**src/rtl/sd_pkg.sv**
```systemverilog
// Shared types, defaults and helpers for the detection event counter.
package sd_pkg;

    typedef enum logic {
        IDLE = 1'b0,
        RUN  = 1'b1
    } sd_state_t;

    localparam int SD_CNT_W_DEF   = 8;
    localparam int SD_WIN_DEF     = 16;
    localparam int SD_STRETCH_DEF = 4;
    localparam int SD_RATE_W      = 8;

    // Add a single detection to an 8-bit accumulator, clamping at all-ones.
    function automatic logic [SD_RATE_W-1:0] sat_add8(
        input logic [SD_RATE_W-1:0] acc,
        input logic                 inc
    );
        if (inc && (acc != {SD_RATE_W{1'b1}})) begin
            return acc + SD_RATE_W'(1);
        end
        return acc;
    endfunction

endpackage

```
**src/rtl/pulse_stretch.sv**
```systemverilog
// Retriggerable pulse stretcher: a trigger holds the pulse high for LEN
// cycles starting on the following cycle; a new trigger restarts the count.
module pulse_stretch #(
    parameter int LEN = 4
) (
    input  logic clk,
    input  logic reset,
    input  logic trig,
    output logic pulse
);

    localparam int CW = $clog2(LEN + 1);

    logic [CW-1:0] cnt_q;
    logic [CW-1:0] cnt_d;
    logic          pulse_q;

    always_comb begin
        cnt_d = cnt_q;
        if (trig) begin
            cnt_d = CW'(LEN);
        end else if (cnt_q != '0) begin
            cnt_d = cnt_q - CW'(1);
        end
    end

    always_ff @(posedge clk) begin
        if (reset) begin
            cnt_q   <= '0;
            pulse_q <= 1'b0;
        end else begin
            cnt_q   <= cnt_d;
            pulse_q <= (cnt_d != '0);
        end
    end

    assign pulse = pulse_q;

endmodule

```
**src/rtl/sd_event_counter.sv**
```systemverilog
// Detection event counter: saturating total count, per-window detection rate
// and status LEDs, driven by a registered copy of the upstream detect pulse.
module sd_event_counter
    import sd_pkg::*;
#(
    parameter int CNT_W   = SD_CNT_W_DEF,
    parameter int WIN     = SD_WIN_DEF,
    parameter int STRETCH = SD_STRETCH_DEF
) (
    input  logic                 clk,
    input  logic                 reset,
    input  logic                 enable,
    input  logic                 clear,
    input  logic                 det_in,
    output logic [CNT_W-1:0]     total_cnt,
    output logic                 sat,
    output logic [SD_RATE_W-1:0] win_rate,
    output logic                 win_valid,
    output logic [2:0]           led
);

    localparam logic [CNT_W-1:0]     CNT_MAX  = {CNT_W{1'b1}};
    localparam logic [SD_RATE_W-1:0] WIN_LAST = SD_RATE_W'(WIN - 1);

    sd_state_t            state_q;
    logic                 det_q;
    logic                 hit;
    logic [CNT_W-1:0]     total_q, total_d;
    logic                 sat_q, sat_d;
    logic [SD_RATE_W-1:0] wcnt_q, wcnt_d;
    logic [SD_RATE_W-1:0] acc_q, acc_d;
    logic [SD_RATE_W-1:0] rate_q, rate_d;
    logic                 valid_q, valid_d;
    logic                 stretch_pulse;

    // det_in may come straight from a Mealy output, so only its registered
    // copy is ever used for counting.
    assign hit = (state_q == RUN) && det_q;

    always_comb begin
        total_d = total_q;
        sat_d   = sat_q;
        if (clear) begin
            total_d = '0;
            sat_d   = 1'b0;
        end else if (hit && (total_q != CNT_MAX)) begin
            total_d = total_q + CNT_W'(1);
            if (total_d == CNT_MAX) begin
                sat_d = 1'b1;
            end
        end
    end

    // Window logic idles at zero outside RUN so every new RUN period starts
    // a fresh window; clear deliberately has no effect here.
    always_comb begin
        wcnt_d  = '0;
        acc_d   = '0;
        rate_d  = rate_q;
        valid_d = 1'b0;
        if (state_q == RUN) begin
            if (wcnt_q == WIN_LAST) begin
                rate_d  = sat_add8(acc_q, hit);
                valid_d = 1'b1;
            end else begin
                wcnt_d = wcnt_q + SD_RATE_W'(1);
                acc_d  = sat_add8(acc_q, hit);
            end
        end
    end

    always_ff @(posedge clk) begin
        if (reset) begin
            state_q <= IDLE;
            det_q   <= 1'b0;
            total_q <= '0;
            sat_q   <= 1'b0;
            wcnt_q  <= '0;
            acc_q   <= '0;
            rate_q  <= '0;
            valid_q <= 1'b0;
        end else begin
            case (state_q)
                IDLE:    if (enable)  state_q <= RUN;
                RUN:     if (!enable) state_q <= IDLE;
                default: state_q <= IDLE;
            endcase
            det_q   <= det_in;
            total_q <= total_d;
            sat_q   <= sat_d;
            wcnt_q  <= wcnt_d;
            acc_q   <= acc_d;
            rate_q  <= rate_d;
            valid_q <= valid_d;
        end
    end

    pulse_stretch #(
        .LEN (STRETCH)
    ) u_led_stretch (
        .clk   (clk),
        .reset (reset),
        .trig  (det_q),
        .pulse (stretch_pulse)
    );

    assign total_cnt = total_q;
    assign sat       = sat_q;
    assign win_rate  = rate_q;
    assign win_valid = valid_q;
    assign led       = {(state_q == RUN), sat_q, stretch_pulse};

endmodule

```
**config.mk**
```make
export PLATFORM = sky130hd
export DESIGN_NAME = sd_event_counter
export DESIGN_NICKNAME = d
export VERILOG_FILES = /design/src/rtl/sd_pkg.sv /design/src/rtl/pulse_stretch.sv /design/src/rtl/sd_event_counter.sv
export SDC_FILE = /design/constraint.sdc
export NUM_CORES = 1
export LEC_CHECK = 0
export ABC_AREA = 1
export BUFFER_PORTS_ARGS = -buffer_cell sky130_fd_sc_hd__clkbuf_2
export CAP_MARGIN = 20
export CORE_MARGIN = 1.5
export CORE_UTILIZATION = 50
export CTS_CLUSTER_DIAMETER = 80
export DETAILED_ROUTE_END_ITERATION = 6
export PLACE_DENSITY = 0.71
export RECOVER_POWER = 50
export SLEW_MARGIN = 25
export SYNTH_ARGS = -nofsm -noshare
export SYNTH_HDL_FRONTEND = slang
export SYNTH_HIERARCHICAL = 1
export SYNTH_SLANG_ARGS = --single-unit
```
**constraint.sdc**
```tcl
create_clock -name clk -period 2.1 [get_ports clk]
set_input_delay 0.21 -clock clk [delete_from_list [all_inputs] [get_ports clk]]
set_output_delay 0.21 -clock clk [all_outputs]
set_load 0.005 [all_outputs]
```
# After elaboration in Yosys (flattened, before gate mapping)
# Cells that the tools add are included.
[word_totals]
ff_bits = 40
in_bits = 5
out_inout_bits = 21
word_cells = 40
[op_classes]
reduce_logical = 10
bitwise_logic = 1
add_sub_neg = 4
mux = 11
eq_ne = 4
[op_table]
columns = ["op", "count"]
rows = [
  ["$add 8x1->8 const B", 3],
  ["$mux 8", 2],
  ["$ne 8x8->1 const B", 2],
  ["$eq 8x4->1 const B", 1],
  ["$eq 8x8->1 const B", 1],
  ["$mux 1", 7],
  ["$mux 3", 2],
  ["$reduce_bool 3->1", 2],
  ["$reduce_and 2->1", 2],
  ["$reduce_or 2->1", 2],
  ["$logic_and 1x1->1", 3],
  ["$reduce_or 3->1", 1],
  ["$sub 3x1->3 const B", 1],
  ["$not 1->1", 1],
]

# Depth between registers and ports, before layout
[logic_depth]
depth_word = 6
ltp_mapped = 10
ltp_nobuf = 9

# Cells and area by module
# The synthesis kept the hierarchy.
[by_module_without_submodules]
columns = ["module", "seq_area_each_um2", "cells_per_inst", "instances", "area_each_um2"]
rows = [
  ["sd_event_counter", 720.7, 239, 1, 1760.4],
  ["pulse_stretch", 80.1, 25, 1, 197.7],
]

# Worst setup path before layout
# Ideal clock, no wire load.
[synth_timing]
path_type = "reg-to-reg"
from = "register total_q[0] (netlist: total_cnt[0])"
to = "register total_q[1] (netlist: total_cnt[1])"
setup_slack_ns = 0.608
required_time_ns = 1.982
arrival_time_ns = 1.373
setup_time_ns = 0.118
period_less_slack_ns = 1.492
path_stages_with_launch = 9
n_path_buf = 0
path_cell_list = "dfxtp_1 ha_1 nand2_2 nor2_4 nand2_2 o21ai_4 inv_2 o21ai_1 a21oi_1"
[synth_between]
elab_chain_cells = 2
word_cells_on_any_way = 3
cone_classes = "add/sub: 1; eq/ne: 1; reduce/logical: 1"
[synth_rtl]
columns = ["item", "line_no", "source"]
rows = [
  ["start: declaration", "sd_event_counter.sv:28", "logic [CNT_W-1:0] total_q, total_d;"],
  ["start signal: assignment", "sd_event_counter.sv:89", "total_q <= total_d;"],
  ["parallel branches: the longest is 2 deep, another holds $add 8x1->8", "--", ""],
]
# Parallel ways; which one is timed is not known.
# A chain may end at the register's enable or synchronous reset.

# Worst setup path after layout
[layout_timing]
from = "register wcnt_q[0]"
to = "register wcnt_q[2]"
[layout_between]
elab_chain_cells = 2
word_cells_on_any_way = 3
cone_classes = "add/sub: 1; eq/ne: 1; reduce/logical: 1"
[layout_rtl]
columns = ["item", "line_no", "source"]
rows = [
  ["start: declaration", "sd_event_counter.sv:30", "logic [SD_RATE_W-1:0] wcnt_q, wcnt_d;"],
  ["start signal: assignment", "sd_event_counter.sv:91", "wcnt_q <= wcnt_d;"],
  ["parallel branches: the longest is 2 deep, another holds $add 8x1->8", "--", ""],
]
# Parallel ways; which one is timed is not known.

==> key figures <==
Outcome
  – Status: finished, final reports clean

Power
  – Worst vdd ir: 0.000424 V
  – Sw frac: 0.209
  – Internal Power: 1.23 mW
  – Combinational Power Share: 0.062
  – Power share of the clock group: 0.433
  – Sw Pwr: 326 uW
  – Lkg Pwr: 0.982 nW
  – Flop pwr share: 0.505
  – PD cells: 716 nW/um^2

CTS
  – H-tree depth: 2
  – TritonCTS clock tree: built
  – CTS max path bufs: 2
  – Clock-pin slew on the worst setup and hold paths: 0.08 ns
  – Clock Sinks: 40
  – Clk_lat worst skew: 0.29 ns
  – Clock Tree Root: clkbuf_8
  – CTS Hold Bufs: 0
  – Postcts setup bufs: 0
  – # resized after CTS: 0
  – CTS Buf Count: 5

Worst setup path
  – Largest stage delay on the critical path: 0.49 ns
  – CP delay by family, top: simple AND/OR/NAND/NOR gates
  – WS Path Type: reg2reg
  – Worst endpoint required time: 2.26 ns
  – Worst-path cell with the longest stage delay: nand2_1
  – Worst EP arrival: 1.94 ns
  – Worst Path Max Fanout: 15
  – Reg-to-reg slack, setup: 0.31 ns
  – Cell chain of the critical path: ha_1 -> nand2_2 -> nor2_1 -> nand3_1 -> nand2_1 -> nor3b_1
  – Worst r2r src: wcnt_q[0]
  – Worst Reg-to-Reg Cells: 6
  – CP Buf/Inv Count: 0
  – Crit path launch type: flop
  – CP Capture Type: flop
  – R2r endpoint: wcnt_q[2]

GRT
  – All-Layer GR Usage: 0.194
  – Initial antenna violation count: 0
  – First-pass GRT wire length: 6460 um
  – Grt ovf: 0
  – Number of global-route vias before repair: 1516
  – Maximum number of pins on one net before global-route repair: 17

Drt
  – Number of routed nets with antenna violations: 0
  – Vias: 1627
  – Vias/cell: 4.80
  – Average wire per standard cell: 10.1 um
  – Routed WL: 3440 um
  – Drt first pass iters: 4
  – Residual DRC: 0
  – Initial DRC count: 96

Layout
  – Share of post-route cells with drive strength above 1: 0.137
  – Post-layout util: 0.586
  – Layout area overhead: 11.1%
  – Diodes inserted: 0
  – Finished layout cell area: 2180 um^2
  – Total Nets Final: 302

STA
  – Maximum clock rate: 0.560 GHz
  – Setup Total Neg Slack: 0 ns
  – Worst slew margin: 0.517
  – Period utilization: 0.850
  – Slew @ Worst Pin: 0.724 ns
  – Period minus WS final: 1.79 ns
  – RSZ-0062 raised after global routing: false
  – Final Hold Viols: 0
  – Post-route setup slack: 0.314 ns
  – Setup-failing EPs final: 0
  – Slew Limit Fails: 0
  – Clk_skew: 0.00839 ns

Synthesis
  – Most frequent cell after synthesis: nand2_1
  – Cells after synthesis: 264
  – Flops & latches, synth: 40
  – Post-synth top area share: 0.409
  – XOR/XNOR share of the synthesized area: 0.0224
  – Largest family of logic cells by synthesized area: simple AND/OR/NAND/NOR gates
  – Yosys cell types: 33
  – Synth area leader: dfxtp_1
  – Adder-cell share of the synthesized area: 0.0447
  – Ys Warns: 6
  – Synth Flop Type: dfxtp_1
  – Mean Syn Cell Area: 7.42 um^2
  – Synthesized area: 1960 um^2
  – Async S/R FF share, synth: 0
  – Synth top area cells: dfxtp_1 41%, nand2_1 9.8%, inv_1 7.7%
  – Simple-gate share of the synthesized area: 0.325
  – Post-synthesis mux area share: 0
  – Register area share after synthesis: 0.409
  – Post-synth EDFFs: 0
  – Syn nets: 276
  – Most instantiated cells after synthesis: 51 x nand2_1, 40 x dfxtp_1, 40 x inv_1, 40 x nor2_1, 24 x nand3_1
  – Compound-Gate Fraction of Synth Area: 0.0927

Placed design
  – Port bufs: 25
  – Area post-placement: 2090 um^2
  – Pre-CTS setup slack: 0.488 ns
  – HPWL after DPL: 2530 um
  – Final RePlAce weighted congestion: 0.839

Floorplanning
  – Ports: 26
  – Die Wd: 65.6 um
  – Core box area: 3720 um^2
  – Die area: 4300 um^2
  – Num rows: 22
  – Die height: 65.6 um
  – Starting density of the core: 0.527

Worst hold path
  – Hold Path End: det_q
  – Hold Path Class: in2reg
  – WHS Path Cells: 3
  – Hold path startpoint: det_in

Flow run
  – Max-cap viol count: 0
worst min-delay path, delay by kind of cell:
kind          cells  cell delay, ns
buf+inv           2            0.12
simple gates      1            0.03
registers in the layout (all words and copies together), names as in the netlist:
| name | flops |
|---|---|
| acc_q | 8 |
| u_led_stretch/cnt_q | 3 |
| win_valid | 1 |
| state_q | 1 |
| u_led_stretch/pulse | 1 |
| total_cnt | 8 |
| wcnt_q | 8 |
| det_q | 1 |
| win_rate | 8 |
| sat | 1 |
stage by stage:
step | std cells | power [mW] | hold WS (ns)
CTS | 339 | 1.58 | 0.0940
detailed placement | 331 | 0.907 | 0.409
global route | 339 | 1.63 | 0.105
floorplan | 264 | 0.888 | 0.317
finish | 339 | 1.56 | 0.102
global placement | 331 | 0.903 | 0.403
worst max-delay path by stage:
stage | start | endpoint | slack, ns | cells past startpoint
3_3_place_gp | total_cnt[0] | total_cnt[4] | 0.55 | 8
3_5_place_dp | total_cnt[0] | total_cnt[1] | 0.49 | 8
6_report | wcnt_q[0] | wcnt_q[2] | 0.31 | 6
4_1_cts | total_cnt[0] | total_cnt[1] | 0.48 | 8
5_1_grt | wcnt_q[0] | acc_q[6] | 0.16 | 6
2_1_floorplan | total_cnt[0] | total_cnt[1] | 0.61 | 8
cell type report:
class / count / area (um^2)
Clock buffer: 7 / 96.3
Clock inverter: 1 / 30.0
Fill cell: 370 / 1540
Inverter: 41 / 154
Multi-Input combinational cell: 177 / 917
Sequential cell: 40 / 801
Tap cell: 48 / 60.1
Timing Repair Buffer: 25 / 118
power by group through the flow:
| stage | Sequential (mW) | Clock (mW) | Combinational [mW] |
|---|---|---|---|
| floorplan | 0.804 | 0 | 0.0840 |
| global placement | 0.805 | 0 | 0.0978 |
| detailed placement | 0.805 | 0 | 0.101 |
| CTS | 0.787 | 0.694 | 0.102 |
| global route | 0.790 | 0.726 | 0.116 |
| finish | 0.787 | 0.674 | 0.0969 |
logic make-up (layout without fill, tap and decap cells):
kind of cell    count (synthesis)  in the layout
buf+inv                        47             74
xor+xnor                        5              5
simple gates                  135            135
compound gates                 30             30
flops                          40             40
fa+ha+maj                       7              7
layout by cell type (no fill, tap or decap), types with 2 or more instances in the layout:
master | synthesis | layout
dfxtp_1 | 40 | 40
xor2_1 | 4 | 4
nor3b_1 | 2 | 2
nand2_1 | 51 | 51
a21oi_1 | 19 | 19
o21ai_0 | 3 | 4
inv_1 | 40 | 40
nor2_1 | 40 | 42
nand3_1 | 24 | 26
clkbuf_8 | 0 | 7
o21ai_1 | 3 | 2
clkbuf_1 | 0 | 6
nand2_2 | 4 | 4
nor2_2 | 3 | 3
nor3_1 | 2 | 2
ha_1 | 7 | 7
clkbuf_2 | 0 | 19
routing by layer:
metal / GRT usage / vias to the layer above / share of wire
li1: - / 874 / -
met4: 0.0781 / 0 / 0.014
met2: 0.318 / 26 / 0.45
met1: 0.241 / 722 / 0.50
met3: 0.0514 / 5 / 0.038
met5: 0 / - / 0
Power figures use the tool's default switching activity.
